`src/rtl/cmem_pkg.sv`:
```
// cmem_pkg: shared constants, csel encodings and FSM state type for the result-memory arbiter
package cmem_pkg;
  localparam int CMEM_AW = 12;
  localparam int CMEM_DW = 20;
  localparam int CMEM_SW = 3;
  localparam logic [CMEM_SW-1:0] CSEL_NONE  = 3'd0;
  localparam logic [CMEM_SW-1:0] CSEL_L0_K0 = 3'd1;
  localparam logic [CMEM_SW-1:0] CSEL_L0_K1 = 3'd2;
  localparam logic [CMEM_SW-1:0] CSEL_L1_K0 = 3'd3;
  localparam logic [CMEM_SW-1:0] CSEL_L1_K1 = 3'd4;
  localparam logic [CMEM_SW-1:0] CSEL_L2    = 3'd5;
  typedef enum logic {ARB, LOCKED} state_t;
endpackage

```
`src/rtl/cmem_arbiter_rr_pick.sv`:
```
// rr_pick: combinational round-robin picker, first valid&mask candidate after ptr wins (one-hot grant)
module rr_pick #(
  parameter int N  = 3,
  parameter int PW = 2
) (
  input  logic [N-1:0]  valid,
  input  logic [PW-1:0] ptr,
  input  logic [N-1:0]  mask,
  output logic [N-1:0]  grant
);
  logic [N-1:0] cand;
  assign cand = valid & mask;
  // farthest offset first so the nearest candidate after ptr overwrites last
  always_comb begin
    grant = '0;
    for (int k = N; k >= 1; k--)
      for (int i = 0; i < N; i++)
        if (cand[i] && ((int'(ptr) + k) % N) == i) grant = N'(1) << i;
  end
endmodule

```
`src/rtl/cmem_arbiter.sv`:
```
// cmem_arbiter: round-robin arbiter with burst lock sharing the result-memory port among NREQ requesters.
// Optional: define CMEM_ARB_URGENT_EN to make requester 0 win every ARB cycle without moving the pointer.
module cmem_arbiter
  import cmem_pkg::*;
#(
  parameter int NREQ      = 3,
  parameter int AW        = CMEM_AW,
  parameter int DW        = CMEM_DW,
  parameter int SW        = CMEM_SW,
  parameter int RD_LAT    = 1,
  parameter int BURST_MAX = 16
) (
  input  logic             clk,
  input  logic             reset,
  input  logic [NREQ-1:0]    req_valid,
  output logic [NREQ-1:0]    req_ready,
  input  logic [NREQ-1:0]    req_we,
  input  logic [NREQ*AW-1:0] req_addr,
  input  logic [NREQ*DW-1:0] req_wdata,
  input  logic [NREQ*SW-1:0] req_sel,
  input  logic [NREQ-1:0]    req_lock,
  output logic [NREQ-1:0]    rsp_valid,
  output logic [DW-1:0]      rsp_data,
  output logic             cwr,
  output logic             crd,
  output logic [AW-1:0]    caddr,
  output logic [DW-1:0]    cdata_wr,
  output logic [SW-1:0]    csel,
  input  logic [DW-1:0]    cdata_rd,
  output logic             busy
);
  localparam int PW = $clog2(NREQ);
  localparam int CW = $clog2(BURST_MAX + 1);
  state_t                      state;
  logic [PW-1:0]               ptr, owner, gidx;
  logic [CW-1:0]               cnt;
  logic [RD_LAT:0][NREQ-1:0]   pipe;
  logic [NREQ-1:0]             pick, arb_grant, lk_grant, grant, own_oh;
  logic                        hs, others, owner_v, owner_lock, g_we, g_lock;
  logic [AW-1:0]               g_addr;
  logic [DW-1:0]               g_wdata;
  logic [SW-1:0]               g_sel;

  rr_pick #(.N(NREQ), .PW(PW)) u_pick (
    .valid(req_valid),
    .ptr  (ptr),
    .mask ({NREQ{1'b1}}),
    .grant(pick)
  );

  assign own_oh     = NREQ'(1) << owner;
  assign others     = |(req_valid & ~own_oh);
  assign owner_v    = |(req_valid & own_oh);
  assign owner_lock = |(req_lock & own_oh);
`ifdef CMEM_ARB_URGENT_EN
  assign arb_grant = req_valid[0] ? NREQ'(1) : pick;
`else
  assign arb_grant = pick;
`endif
  // a locked owner keeps going past BURST_MAX only while nobody else waits
  assign lk_grant  = (owner_v && (!owner_lock || cnt < CW'(BURST_MAX) || !others)) ? own_oh : '0;
  assign grant     = (state == ARB) ? arb_grant : lk_grant;
  assign req_ready = grant;
  assign hs        = |grant;
  assign busy      = cwr | crd | (|pipe);

  always_comb begin
    gidx    = '0;
    g_we    = 1'b0;
    g_lock  = 1'b0;
    g_addr  = '0;
    g_wdata = '0;
    g_sel   = '0;
    for (int i = 0; i < NREQ; i++)
      if (grant[i]) begin
        gidx    = PW'(i);
        g_we    = req_we[i];
        g_lock  = req_lock[i];
        g_addr  = req_addr[i*AW +: AW];
        g_wdata = req_wdata[i*DW +: DW];
        g_sel   = req_sel[i*SW +: SW];
      end
  end

  always_ff @(posedge clk or posedge reset) begin
    if (reset) begin
      state     <= ARB;
      ptr       <= PW'(NREQ - 1);
      owner     <= '0;
      cnt       <= '0;
      pipe      <= '0;
      rsp_valid <= '0;
      rsp_data  <= '0;
      cwr       <= 1'b0;
      crd       <= 1'b0;
      caddr     <= '0;
      cdata_wr  <= '0;
      csel      <= '0;
    end else begin
      cwr <= hs & g_we;
      crd <= hs & ~g_we;
      if (hs) begin
        caddr    <= g_addr;
        cdata_wr <= g_wdata;
        csel     <= g_sel;
      end
      pipe      <= {pipe[RD_LAT-1:0], (hs && !g_we) ? grant : {NREQ{1'b0}}};
      rsp_valid <= pipe[RD_LAT];
      if (|pipe[RD_LAT]) rsp_data <= cdata_rd;
      if (state == ARB) begin
        if (hs) begin
`ifdef CMEM_ARB_URGENT_EN
          if (!grant[0]) ptr <= gidx;
`else
          ptr <= gidx;
`endif
          if (g_lock) begin
            state <= LOCKED;
            owner <= gidx;
            cnt   <= CW'(1);
          end
        end
      end else if (!hs || !g_lock) state <= ARB;
      else cnt <= (cnt == CW'(BURST_MAX)) ? cnt : cnt + CW'(1);
    end
  end
endmodule
```
`config.mk`:
```
export PLATFORM = sky130hd
export DESIGN_NAME = cmem_arbiter
export DESIGN_NICKNAME = d
export VERILOG_FILES = /design/src/rtl/cmem_pkg.sv /design/src/rtl/cmem_arbiter_rr_pick.sv /design/src/rtl/cmem_arbiter.sv
export SDC_FILE = /design/constraint.sdc
export NUM_CORES = 1
export LEC_CHECK = 0
export CAP_MARGIN = 20
export CELL_PAD_IN_SITES_DETAIL_PLACEMENT = 1
export CELL_PAD_IN_SITES_GLOBAL_PLACEMENT = 1
export CORE_MARGIN = 2
export CORE_UTILIZATION = 29
export DETAILED_ROUTE_END_ITERATION = 6
export HOLD_SLACK_MARGIN = 0.06
export PLACE_DENSITY = 0.86
export SYNTH_ARGS = -nofsm -noshare
export SYNTH_HDL_FRONTEND = slang
export SYNTH_HIERARCHICAL = 1
export SYNTH_SLANG_ARGS = --single-unit
```
`constraint.sdc`:
```
create_clock -name clk -period 3.5 [get_ports clk]
set_input_delay 0.7 -clock clk [delete_from_list [all_inputs] [get_ports clk]]
set_output_delay 0.7 -clock clk [all_outputs]
set_load 0.05 [all_outputs]
```
[After elaboration in Yosys (flattened, before gate mapping)]
Cells that the tools add are included.
Word-level totals
  word-level logic and storage cells: 112
  flip-flop bits (word level): 76
  bits in read-only memories: 0
  latch bits: 0
  RAM bits: 0
  output and inout port bits: 64
  memories: 0
Operators by class
  $lt $le $gt $ge: 1
  eq/ne operators: 9
  bitwise gates (word level): 10
  shift operators: 1
  divide/modulo/power cells: 3
  multiply operators: 0
  muxes and demuxes: 38
  add/subtract/negate cells: 4
  reduce and logical (&&, ||, !) cells: 33
Operators with widths (count)
  $eq A32 B2 Y1 const B: 3
  $eq A32 B3 Y1 const B: 3
  $logic_not A32 Y1: 3
  $mod A32 B3 Y32 const B: 3
  $mux W20: 3
  $mux W3: 13
  $mux W12: 3
  $mux W5: 5
  $reduce_or A3 Y1: 5
  $mux W1: 12
  $logic_and A1 B1 Y1: 11
  $and A3 B3 Y3: 3
  $add A2 B2 Y3 const B: 2
  $reduce_or A6 Y1: 1
  $add A5 B1 Y5 const B: 1
  $eq A5 B5 Y1 const B: 1
  $logic_not A1 Y1: 5
  $lt A5 B5 Y1 const B: 1
  $mux W2: 2
  $ne A2 B2 Y1 const B: 2
  $reduce_and A4 Y1: 1
  $reduce_bool A2 Y1: 2
  $add A2 B1 Y3 const B: 1
  $logic_or A1 B1 Y1: 3
  other kinds (7): 10

[Longest topological paths before layout]
Gate-level depths: netlist of run 1.
  depth in word-level cells: 21
  depth in mapped cells: 12

[By module]
Netlist of run 1, hierarchy kept.
Modules (own cells, without submodules)
  cmem_arbiter: cells each 343, area an instance 3702.3 um^2, instances 1, seq. area each 1903.1 um^2
  rr_pick: cells each 18, area an instance 112.6 um^2, instances 1, seq. area each 0.0 um^2

[Least setup slack after synthesis of run 1]
No wires, ideal clock.
  path kind: register to output
  from: register ptr[1]
  to: output req_ready[0]
  stages on the path, launching flop included: 9
  buffers on the path: 1
  path slack: 0.698 ns
  arrival time: 2.102 ns
  path through: dfstp_2 ha_1 or2_2 a21oi_1 a311oi_1 nor2b_1 a41oi_2 buf_2 inv_1
On the way
  longest elaborated chain between the ends: 14
  elaborated cells between the ends (all ways): 34
RTL lines
  from (decl): line cmem_arbiter.sv:35  | logic [PW-1:0] ptr, owner, gidx;
  from (signal assigned): line cmem_arbiter.sv:88  | ptr <= PW'(NREQ - 1);
  from (signal assigned): line cmem_arbiter.sv:115  | ptr <= gidx;
  $add A2 B2 Y3: line cmem_arbiter_rr_pick.sv:18  | if (cand[i] && ((int'(ptr) + k) % N) == i) grant = N'(1) << i;
  $mod A32 B3 Y32: line cmem_arbiter_rr_pick.sv:18
  $logic_not A32 Y1: line cmem_arbiter_rr_pick.sv:18
  $logic_and A1 B1 Y1: line cmem_arbiter_rr_pick.sv:18
  $mux W1: line cmem_arbiter_rr_pick.sv:18
  $mux W2: line cmem_arbiter_rr_pick.sv:18
  $mux W3 (6 in series): line cmem_arbiter_rr_pick.sv:18
  $mux W3 (*): line cmem_arbiter_rr_pick.sv:18
  named net arb_grant[0]: line cmem_arbiter.sv:38  | logic [NREQ-1:0] pick, arb_grant, lk_grant, grant, own_oh;
  $mux W3 (*): line cmem_arbiter.sv:62  | assign grant = (state == ARB) ? arb_grant : lk_grant;
  to (decl): line cmem_arbiter.sv:16  | output logic [NREQ-1:0] req_ready,
Mark *: on every way through the listed nets, which the timed path passes. The rest lies on a longest branch.

[Worst setup path in the final report of run 1]
  from: input req_valid[0]
  to: output req_ready[1]
On the way
  longest elaborated chain between the ends: 8
  elaborated cells between the ends (all ways): 17
RTL lines
  from (decl): line cmem_arbiter.sv:15  | input logic [NREQ-1:0] req_valid,
  $logic_and A1 B1 Y1: line cmem_arbiter_rr_pick.sv:18
  $mux W3 (3 in series): line cmem_arbiter_rr_pick.sv:18
  $mux W3 (*) (3 in series): line cmem_arbiter_rr_pick.sv:18
  named net arb_grant[1]: line cmem_arbiter.sv:38
  $mux W3 (*): line cmem_arbiter.sv:62
Marks and branches as above.

==> flow_summary.json, run 1 <==
{
  "outcome": "finished clean",
  "reg2reg_depth": 11,
  "synthToLayoutAreaGrowth_pct": 65.8,
  "drive_above_1_share_pct": 9.88,
  "placed_area_um2": 6040,
  "instances_no_fill": 739,
  "die_h_um": 119,
  "hold_path_depth": 0,
  "yosys_warnings": 6,
  "grt_pass1_vias": 4050,
  "critPathMaxFanout": 6,
  "setup_viol": 0,
  "die_x_um": 119,
  "grt.total_usage_pct": 19.3,
  "start_kind": "input port",
  "post_drt_wl_per_cell_um": 18.4,
  "vdd.ir_drop.worst_mv": 0.394,
  "num_rows": 41,
  "reg2reg_slack_ps": 670,
  "antenna_found_initial": 0,
  "finClkSkew_ps": 4.51,
  "wl_mm": 13.6,
  "crit_path_end_kind": "output port",
  "cts_max_level": 3,
  "cts_buffers": 9,
  "numPortBuffers": 199,
  "min_from": "pipe[2]",
  "postCtsResizedCells": 0,
  "maxCapViolations": 0,
  "synth_top_area_cell": "dfrtp_1",
  "clkSinkCount": 76,
  "vias_per_cell": 4.90,
  "synth_edf_count": 0,
  "rr_startpoint": "ptr[1]",
  "hpwlAfterDp_mm": 10.2,
  "clockBufferDepth": 2,
  "whs_endpoint": "pipe[5]",
  "worstSetupPathType": "input port to output port",
  "powerDensity_nw_per_um2": 1010,
  "synth_area_um2": 3810,
  "drt_iter0_drc": 87,
  "root_buffer": "clkbuf_16",
  "fmax_mhz": 317,
  "path_clk_slew_ps": 60,
  "required_ps": 2800,
  "rr_endpoint": "caddr[1]",
  "final_area_um2": 6320,
  "ios": 200,
  "core_um2": 12700,
  "antenna_left": 0,
  "holdBufCountCts": 0,
  "finalSetupTns_ps": 0,
  "avgSynthCellArea_um2": 10.6,
  "grt_start_max_net_pins": 78,
  "synth_top_cell_area_share_pct": 49.2,
  "cts_tree": "done",
  "synth-async-reset-ratio_pct": 100,
  "grt_remaining_overflow": 0,
  "finalNetCount": 702,
  "cp_data_arrival_time_ps": 2450,
  "synthDistinctLibCells": 40,
  "rsz0062_at_grt": "no",
  "fin_crit_ps": 3150,
  "vias": 3624,
  "yosys_register_bits": 76,
  "grt_first_pass_wirelength_mm": 21.2,
  "synthCells": 361,
  "yosysMostFrequentCell": "dfrtp_1",
  "die_area_um2": 14100,
  "hold_violations": 0,
  "ys.flop_type": "dfrtp_1",
  "dr.pass1.iters": 4,
  "dpl.cell_count": 723,
  "seq_area_frac_synth_pct": 49.9,
  "antennaDiodeCount": 0,
  "relSlewSlack_pct": 50.0,
  "period_share_pct": 90.0,
  "start_util_pct": 30.0,
  "drv_slew": 0,
  "ys_top_cells_by_area": "dfrtp_1 49%, mux2i_1 9.4%, a21o_1 6.9%",
  "synthTopCellsByCount": "75 x dfrtp_1, 42 x a21oi_1, 40 x o21ai_0, 36 x mux2i_1, 35 x a21o_1",
  "route.detailed.drc": 0,
  "clock_latency_ps": 330,
  "leakagePower_nw": 2.93,
  "tightestPinTransition_ps": 750,
  "hp-class": "flip-flop to flip-flop",
  "gp_congestion": 0.749,
  "cts_setup_buffers": 0
}
kinds of logic (layout without fill, tap and decap cells):
family                   count (synthesis)  after routing  share of synthesized area [%]
buffers and inverters                   38            237                           4.30
adder cells (fa/ha/maj)                  4              4                           1.31
multiplexers                            59             59                           16.2
AND/OR/NAND/NOR                         49             49                           6.43
flip-flops                              76             76                           49.9
AO/OA/AOI/OAI                          134            134                           21.7
other                                    1              8                         0.0983
final cells by class:
class / instances / area, µm²
clock buffers: 11 / 233
clock inverters: 5 / 52.6
fillers: 1429 / 6400
inverters: 12 / 46.3
multi-input cells: 254 / 1800
flip-flops and latches: 76 / 1900
well taps: 172 / 215
repair buffers: 209 / 2070
registers in the layout, summed over array words and instances, names as in the netlist:
signal,flops
cwr,1
cdata_wr,20
pipe,6
owner,2
ptr,2
state,1
crd,1
rsp_data,20
rsp_valid,3
cnt,5
csel,3
caddr,12
cell usage in the layout, fill, tap and decap left out, types with 4 or more instances in the layout:
master and n:
nand3_1 10, clkbuf_16 9, o31ai_1 4, a21oi_1 41
clkinv_2 4, dfrtp_1 75, nand2_1 8, nor2b_1 4
nor2_1 11, mux2i_1 36, mux2_2 22, conb_1 8
buf_4 12, a21o_1 35, o21ai_0 40, ha_1 4
inv_1 11, nand2b_1 5, clkdlybuf4s50_1 196
worst max-delay path, cell delays in order:
cell and delay, ps:
clkdlybuf4s50_1 550, a2bb2oi_1 220, nor2_1 60, a311oi_1 220, nor2b_1 320, a21oi_4 50, inv_1 110, buf_4 210
worst max-delay path by stage:
stage,startpoint,to,cells after the start
after floorplan,ptr[1],req_ready[0],8
after global placement,req_valid[0],cnt[4],7
after detailed placement,req_valid[0],cnt[4],8
after CTS,req_valid[0],req_ready[1],8
after global routing,req_valid[0],req_ready[1],8
final,req_valid[0],req_ready[1],8
layer usage:
| metal | vias up | routed length (µm) | GRT usage, % |
|---|---|---|---|
| li1 | 1697 | - | - |
| met1 | 1778 | 5040 | 20.0 |
| met2 | 139 | 7320 | 36.5 |
| met3 | 10 | 1070 | 6.37 |
| met4 | 0 | 153 | 5.95 |
| met5 | - | 0 | 0 |
per-stage QoR:
stage	hold slack, ps	setup slack (ps)	total power (W)	utilization (%)
4_1_cts	373	347	0.00647	49.7
5_1_grt	390	191	0.00676	49.7
2_1_floorplan	355	698	0.00420	-
3_5_place_dp	360	264	0.00553	47.5
6_report	373	350	0.00639	49.7
3_3_place_gp	361	339	0.00536	47.5
power by group:
group	switching (W)	leakage (nW)	total [W]	internal (W)
logic	0.00240	1.87	0.00393	0.00153
registers	0.000248	0.919	0.00155	0.00130
clock network	0.000356	0.139	0.000904	0.000549
Note: power is estimated with default switching activity, not from simulation.
==> run 2: changes to the inputs <==
==> constraint.sdc (replaced) <==
create_clock -name clk -period 3.6 [get_ports clk]
set_input_delay 0.72 -clock clk [delete_from_list [all_inputs] [get_ports clk]]
set_output_delay 0.72 -clock clk [all_outputs]
set_load 0.05 [all_outputs]
==> run 2 against run 1 <==
Clock skew barely moved. Global-route usage fell by 0.39 points. Largest cell class unchanged. Routed wire length fell by 3.5%. Critical path depth did not move. Hold slack improved by 4.4 ps. Largest power group unchanged. Non-clock buffer count fell by 2. Highest routed layer unchanged. Power fell by 1.4%. Final cell count fell by 0.27%. Core utilization rose by 0.29 points. Flip-flop and latch count did not move.
==> flow_summary.json, run 2 (same netlist as run 1, synthesis figures left out) <==
{
  "cts_tree": "done",
  "worstSetupPathType": "input port to output port",
  "start_kind": "input port",
  "num_rows": 41,
  "die_area_um2": 14100,
  "dp_slack_ps": 314,
  "drt_iter0_drc": 88,
  "hpwlAfterDp_mm": 9.89,
  "antennaDiodeCount": 0,
  "cts_setup_buffers": 0,
  "root_buffer": "clkbuf_16",
  "antenna_left": 0,
  "period_share_pct": 89.0,
  "powerDensity_nw_per_um2": 990,
  "start_util_pct": 30.0,
  "reg_top3": "cdata_wr: 20 flops, rsp_data: 20 flops, caddr: 12 flops",
  "clockBufferDepth": 2,
  "crit_path_end_kind": "output port",
  "clock_latency_ps": 330,
  "grt.total_usage_pct": 18.9,
  "grt_start_max_net_pins": 78,
  "instances_no_fill": 737,
  "gp_congestion": 0.846,
  "final_common_cell": "clkdlybuf4s50_1",
  "rsz0062_at_grt": "no",
  "finalSetupTns_ps": 0,
  "vias_per_cell": 4.93,
  "worst_slack_ps": 398,
  "synthToLayoutAreaGrowth_pct": 66.7,
  "hold_violations": 0,
  "leakagePower_nw": 2.94,
  "most-common-layout-cells": "196 x clkdlybuf4s50_1, 75 x dfrtp_1, 41 x a21oi_1, 40 x o21ai_0, 36 x mux2i_1",
  "finClkSkew_ps": 4.44,
  "critPathMaxFanout": 10,
  "finalNetCount": 700,
  "die_h_um": 119,
  "drive_above_1_share_pct": 9.91,
  "fmax_mhz": 312,
  "grt_pass1_vias": 4039,
  "dr.pass1.iters": 4,
  "route.detailed.drc": 0,
  "timing.hold.ws_ps": 377,
  "holdBufCountCts": 0,
  "required_ps": 2880,
  "path_clk_slew_ps": 60,
  "antenna_found_initial": 0,
  "vias": 3635,
  "setup_viol": 0,
  "cp_data_arrival_time_ps": 2480,
  "dpl.cell_count": 721,
  "grt_remaining_overflow": 0,
  "die_x_um": 119,
  "ios": 200,
  "postCtsResizedCells": 0,
  "fin_crit_ps": 3200,
  "maxCapViolations": 0,
  "relSlewSlack_pct": 52.5,
  "tightestPinTransition_ps": 713,
  "cts_buffers": 9,
  "wl_mm": 13.1,
  "post_drt_wl_per_cell_um": 17.8,
  "clkSinkCount": 76,
  "hp-class": "flip-flop to flip-flop",
  "numPortBuffers": 199,
  "cts_max_level": 3,
  "outcome": "finished clean",
  "core_um2": 12700,
  "vdd.ir_drop.worst_mv": 0.506,
  "drv_slew": 0,
  "grt_first_pass_wirelength_mm": 21.1
}
-- run 2: changes by cell type in the layout (fill, tap and decap cells not counted), sizes merged --
| cell | delta |
|---|---|
| bufinv | +1 |
| buf | -2 |
| clkinvlp | +1 |
| clkinv | -2 |
-- run 2: worst max-delay path, cell delays in order --
cell,delay [ps]
clkdlybuf4s50_1,630
nand3_1,120
o211ai_1,90
a21oi_1,120
nand2b_1,120
o21a_1,350
inv_1,120
buf_4,210
-- run 2: final cells by class --
type / instances / area, µm²
fill: 1429 / 6360
inverter: 12 / 46.3
timing repair buffer: 207 / 2060
clock buffer: 11 / 253
clock inverter: 5 / 83.8
multi-input combinational: 254 / 1800
sequential: 76 / 1900
tap: 172 / 215
-- run 2: metrics by stage --
stage	cell area, µm²	utilization, %	power [W]
2_1_floorplan	3840	-	0.00408
3_3_place_gp	6020	47.3	0.00521
3_5_place_dp	6020	47.3	0.00535
4_1_cts	6360	50.0	0.00639
5_1_grt	6360	50.0	0.00668
6_report	6360	50.0	0.00630
-- run 2: report_power, final --
group          switching (W)  internal [W]
combinational        0.00230       0.00148
sequential          0.000253       0.00127
clock               0.000357      0.000646
total                0.00291       0.00339
-- run 2: final timing paths --
check / start / end / slack (ps) / depth (start not counted)
worst min-delay path: pipe[1] / pipe[4] / 380 / 0
worst min register to register: pipe[1] / pipe[4] / 380 / 0
worst max-delay path: req_valid[0] / req_ready[2] / 400 / 8
worst max register to register: ptr[1] / cdata_wr[6] / 750 / 10
max in group asynchronous: reset / ptr[1] / 2430 / 3
min in group asynchronous: reset / rsp_data[0] / 770 / 3
-- run 2: layer usage --
metal | vias to the layer above | track usage (%) | routed length [µm]
li1 | 1690 | - | -
met1 | 1781 | 20.4 | 5050
met2 | 144 | 34.1 | 6750
met3 | 20 | 6.47 | 1000
met4 | 0 | 6.99 | 313
met5 | - | 0 | 0
==> run 3: changes to the inputs <==
--- a/config.mk
+++ b/config.mk
@@ -9,10 +9,10 @@
 export CELL_PAD_IN_SITES_DETAIL_PLACEMENT = 1
 export CELL_PAD_IN_SITES_GLOBAL_PLACEMENT = 1
 export CORE_MARGIN = 2
-export CORE_UTILIZATION = 29
+export CORE_UTILIZATION = 26
 export DETAILED_ROUTE_END_ITERATION = 6
 export HOLD_SLACK_MARGIN = 0.06
-export PLACE_DENSITY = 0.86
+export PLACE_DENSITY = 0.81
 export SYNTH_ARGS = -nofsm -noshare
 export SYNTH_HDL_FRONTEND = slang
 export SYNTH_HIERARCHICAL = 1
==> constraint.sdc (replaced) <==
create_clock -name clk -period 2.8 [get_ports clk]
set_input_delay 0.56 -clock clk [delete_from_list [all_inputs] [get_ports clk]]
set_output_delay 0.56 -clock clk [all_outputs]
set_load 0.05 [all_outputs]
==> run 3 against run 2 <==
Clock power grew 27%. Via count grew 2.3%. Count of clock-buffer cells in the layout shrank 2. Global-route usage shrank 1.0 points. Clock skew grew 4.8 ps. Routed wire length grew 4.9%.
==> flow_summary.json, run 3 (same netlist as run 1, synthesis figures left out) <==
{
  "reg2reg_slack_ps": 100,
  "n_fill_cell": 1601,
  "post_drt_wl_per_cell_um": 17.8,
  "tightestPinTransition_ps": 586,
  "synthToLayoutAreaGrowth_pct": 73.7,
  "final_common_cell": "clkdlybuf4s50_1",
  "holdBufCountCts": 0,
  "cp_data_arrival_time_ps": 2240,
  "hpwlAfterDp_mm": 10.4,
  "drive_above_1_share_pct": 15.2,
  "reg_top3": "cdata_wr: 20 flops, rsp_data: 20 flops, caddr: 12 flops",
  "rr_startpoint": "ptr[1]",
  "core_um2": 14400,
  "path_clk_slew_ps": 60,
  "final_area_um2": 6630,
  "route.detailed.drc": 0,
  "clkSinkCount": 76,
  "num_rows": 44,
  "worst_slack_ps": 2.06,
  "worstSetupPathType": "flip-flop to output port",
  "finClkSkew_ps": 9.28,
  "powerDensity_nw_per_um2": 1260,
  "antenna_left": 0,
  "leakagePower_nw": 3.05,
  "clockBufferDepth": 2,
  "die_h_um": 125,
  "start_util_pct": 26.4,
  "hp-class": "flip-flop to flip-flop",
  "die_x_um": 125,
  "dr.pass1.iters": 4,
  "fin_total_pwr_w": 0.00837,
  "grt_remaining_overflow": 0,
  "fmax_mhz": 357,
  "clock_latency_ps": 340,
  "placed_area_um2": 6190,
  "maxCapViolations": 0,
  "required_ps": 2240,
  "root_buffer": "clkbuf_16",
  "vias": 3718,
  "grt_first_pass_wirelength_mm": 22.2,
  "antenna_found_initial": 0,
  "ios": 200,
  "rsz0062_at_grt": "yes",
  "finalSetupTns_ps": 0,
  "hold_violations": 0,
  "grt_start_max_net_pins": 77,
  "finalNetCount": 722,
  "start_kind": "flip-flop",
  "grt.total_usage_pct": 17.9,
  "grt_pass1_vias": 4204,
  "dp_slack_ps": -125,
  "critPathMaxFanout": 4,
  "wl_mm": 13.8,
  "gp_congestion": 0.813,
  "vias_per_cell": 4.82,
  "drt_iter0_drc": 117,
  "critPathLaunch": "ptr[1]",
  "vdd.ir_drop.worst_mv": 0.529,
  "rr_endpoint": "cnt[3]",
  "cts_tree": "done",
  "setup_viol": 0,
  "reg2reg_depth": 12,
  "fin_crit_ps": 2800,
  "cts_buffers": 9,
  "outcome": "finished clean",
  "most-common-layout-cells": "196 x clkdlybuf4s50_1, 75 x dfrtp_1, 40 x o21ai_0, 39 x a21oi_1, 36 x mux2i_1",
  "die_area_um2": 15700,
  "crit_path_end_kind": "output port",
  "cts_max_level": 3,
  "period_share_pct": 99.9,
  "relSlewSlack_pct": 60.8,
  "antennaDiodeCount": 0,
  "drv_slew": 0,
  "numPortBuffers": 199,
  "crit_end": "req_ready[0]"
}
[run 3: metrics by stage]
step	utilization, %	hold WS [ps]	std cells
finish	45.9	383	771
global route	45.9	393	771
global placement	42.9	359	751
CTS	45.6	383	769
floorplan	-	355	368
detailed placement	42.9	370	751
[run 3: final cells by class]
type	count	area, µm²	area share [%]
Clock inverter	7	101	1.53
Clock buffer	9	225	3.40
Multi-Input combinational cell	254	1850	27.9
Inverter	12	46.3	0.699
Tap cell	184	230	3.47
Sequential cell	76	1900	28.7
Timing Repair Buffer	229	2270	34.3
[run 3: repair_timing]
| item | CTS | global route |
|---|---|---|
| buffers inserted | 2 | 3 |
| setup endpoints to repair | 6 | 36 |
| pin swaps | 3 | 5 |
| gates resized for setup | 12 | 10 |
| hold endpoints to repair | 0 | 0 |
[run 3: critical path: stages, from the launching register on]
cell      delay (ps)
dfstp_2          570
ha_4             220
or2_4            250
a21oi_2          130
a311oi_2          70
nor2b_4          150
a41oi_4          200
buf_6            130
inv_2             40
buf_6            140
[run 3: how the worst min path moves through the flow]
| stage | to | start | depth (start not counted) | slack, ps |
|---|---|---|---|---|
| finish | pipe[5] | pipe[2] | 0 | 380 |
| CTS | pipe[5] | pipe[2] | 0 | 380 |
| global placement | pipe[4] | pipe[1] | 0 | 360 |
| floorplan | pipe[3] | pipe[0] | 0 | 350 |
| global route | pipe[4] | pipe[1] | 0 | 390 |
| detailed placement | pipe[5] | pipe[2] | 0 | 370 |
[run 3: where the power goes]
| part | switching [W] | internal, W |
|---|---|---|
| Clock | 0.000489 | 0.000785 |
| Combinational | 0.00304 | 0.00211 |
| Sequential | 0.000318 | 0.00163 |
[run 3: metal layers]
metal  routed length (µm)  global-route usage (%)
met1                 5100                    19.2
met2                 7110                    31.6
met3                 1120                    6.25
met4                  436                    8.30
met5                    0                       0
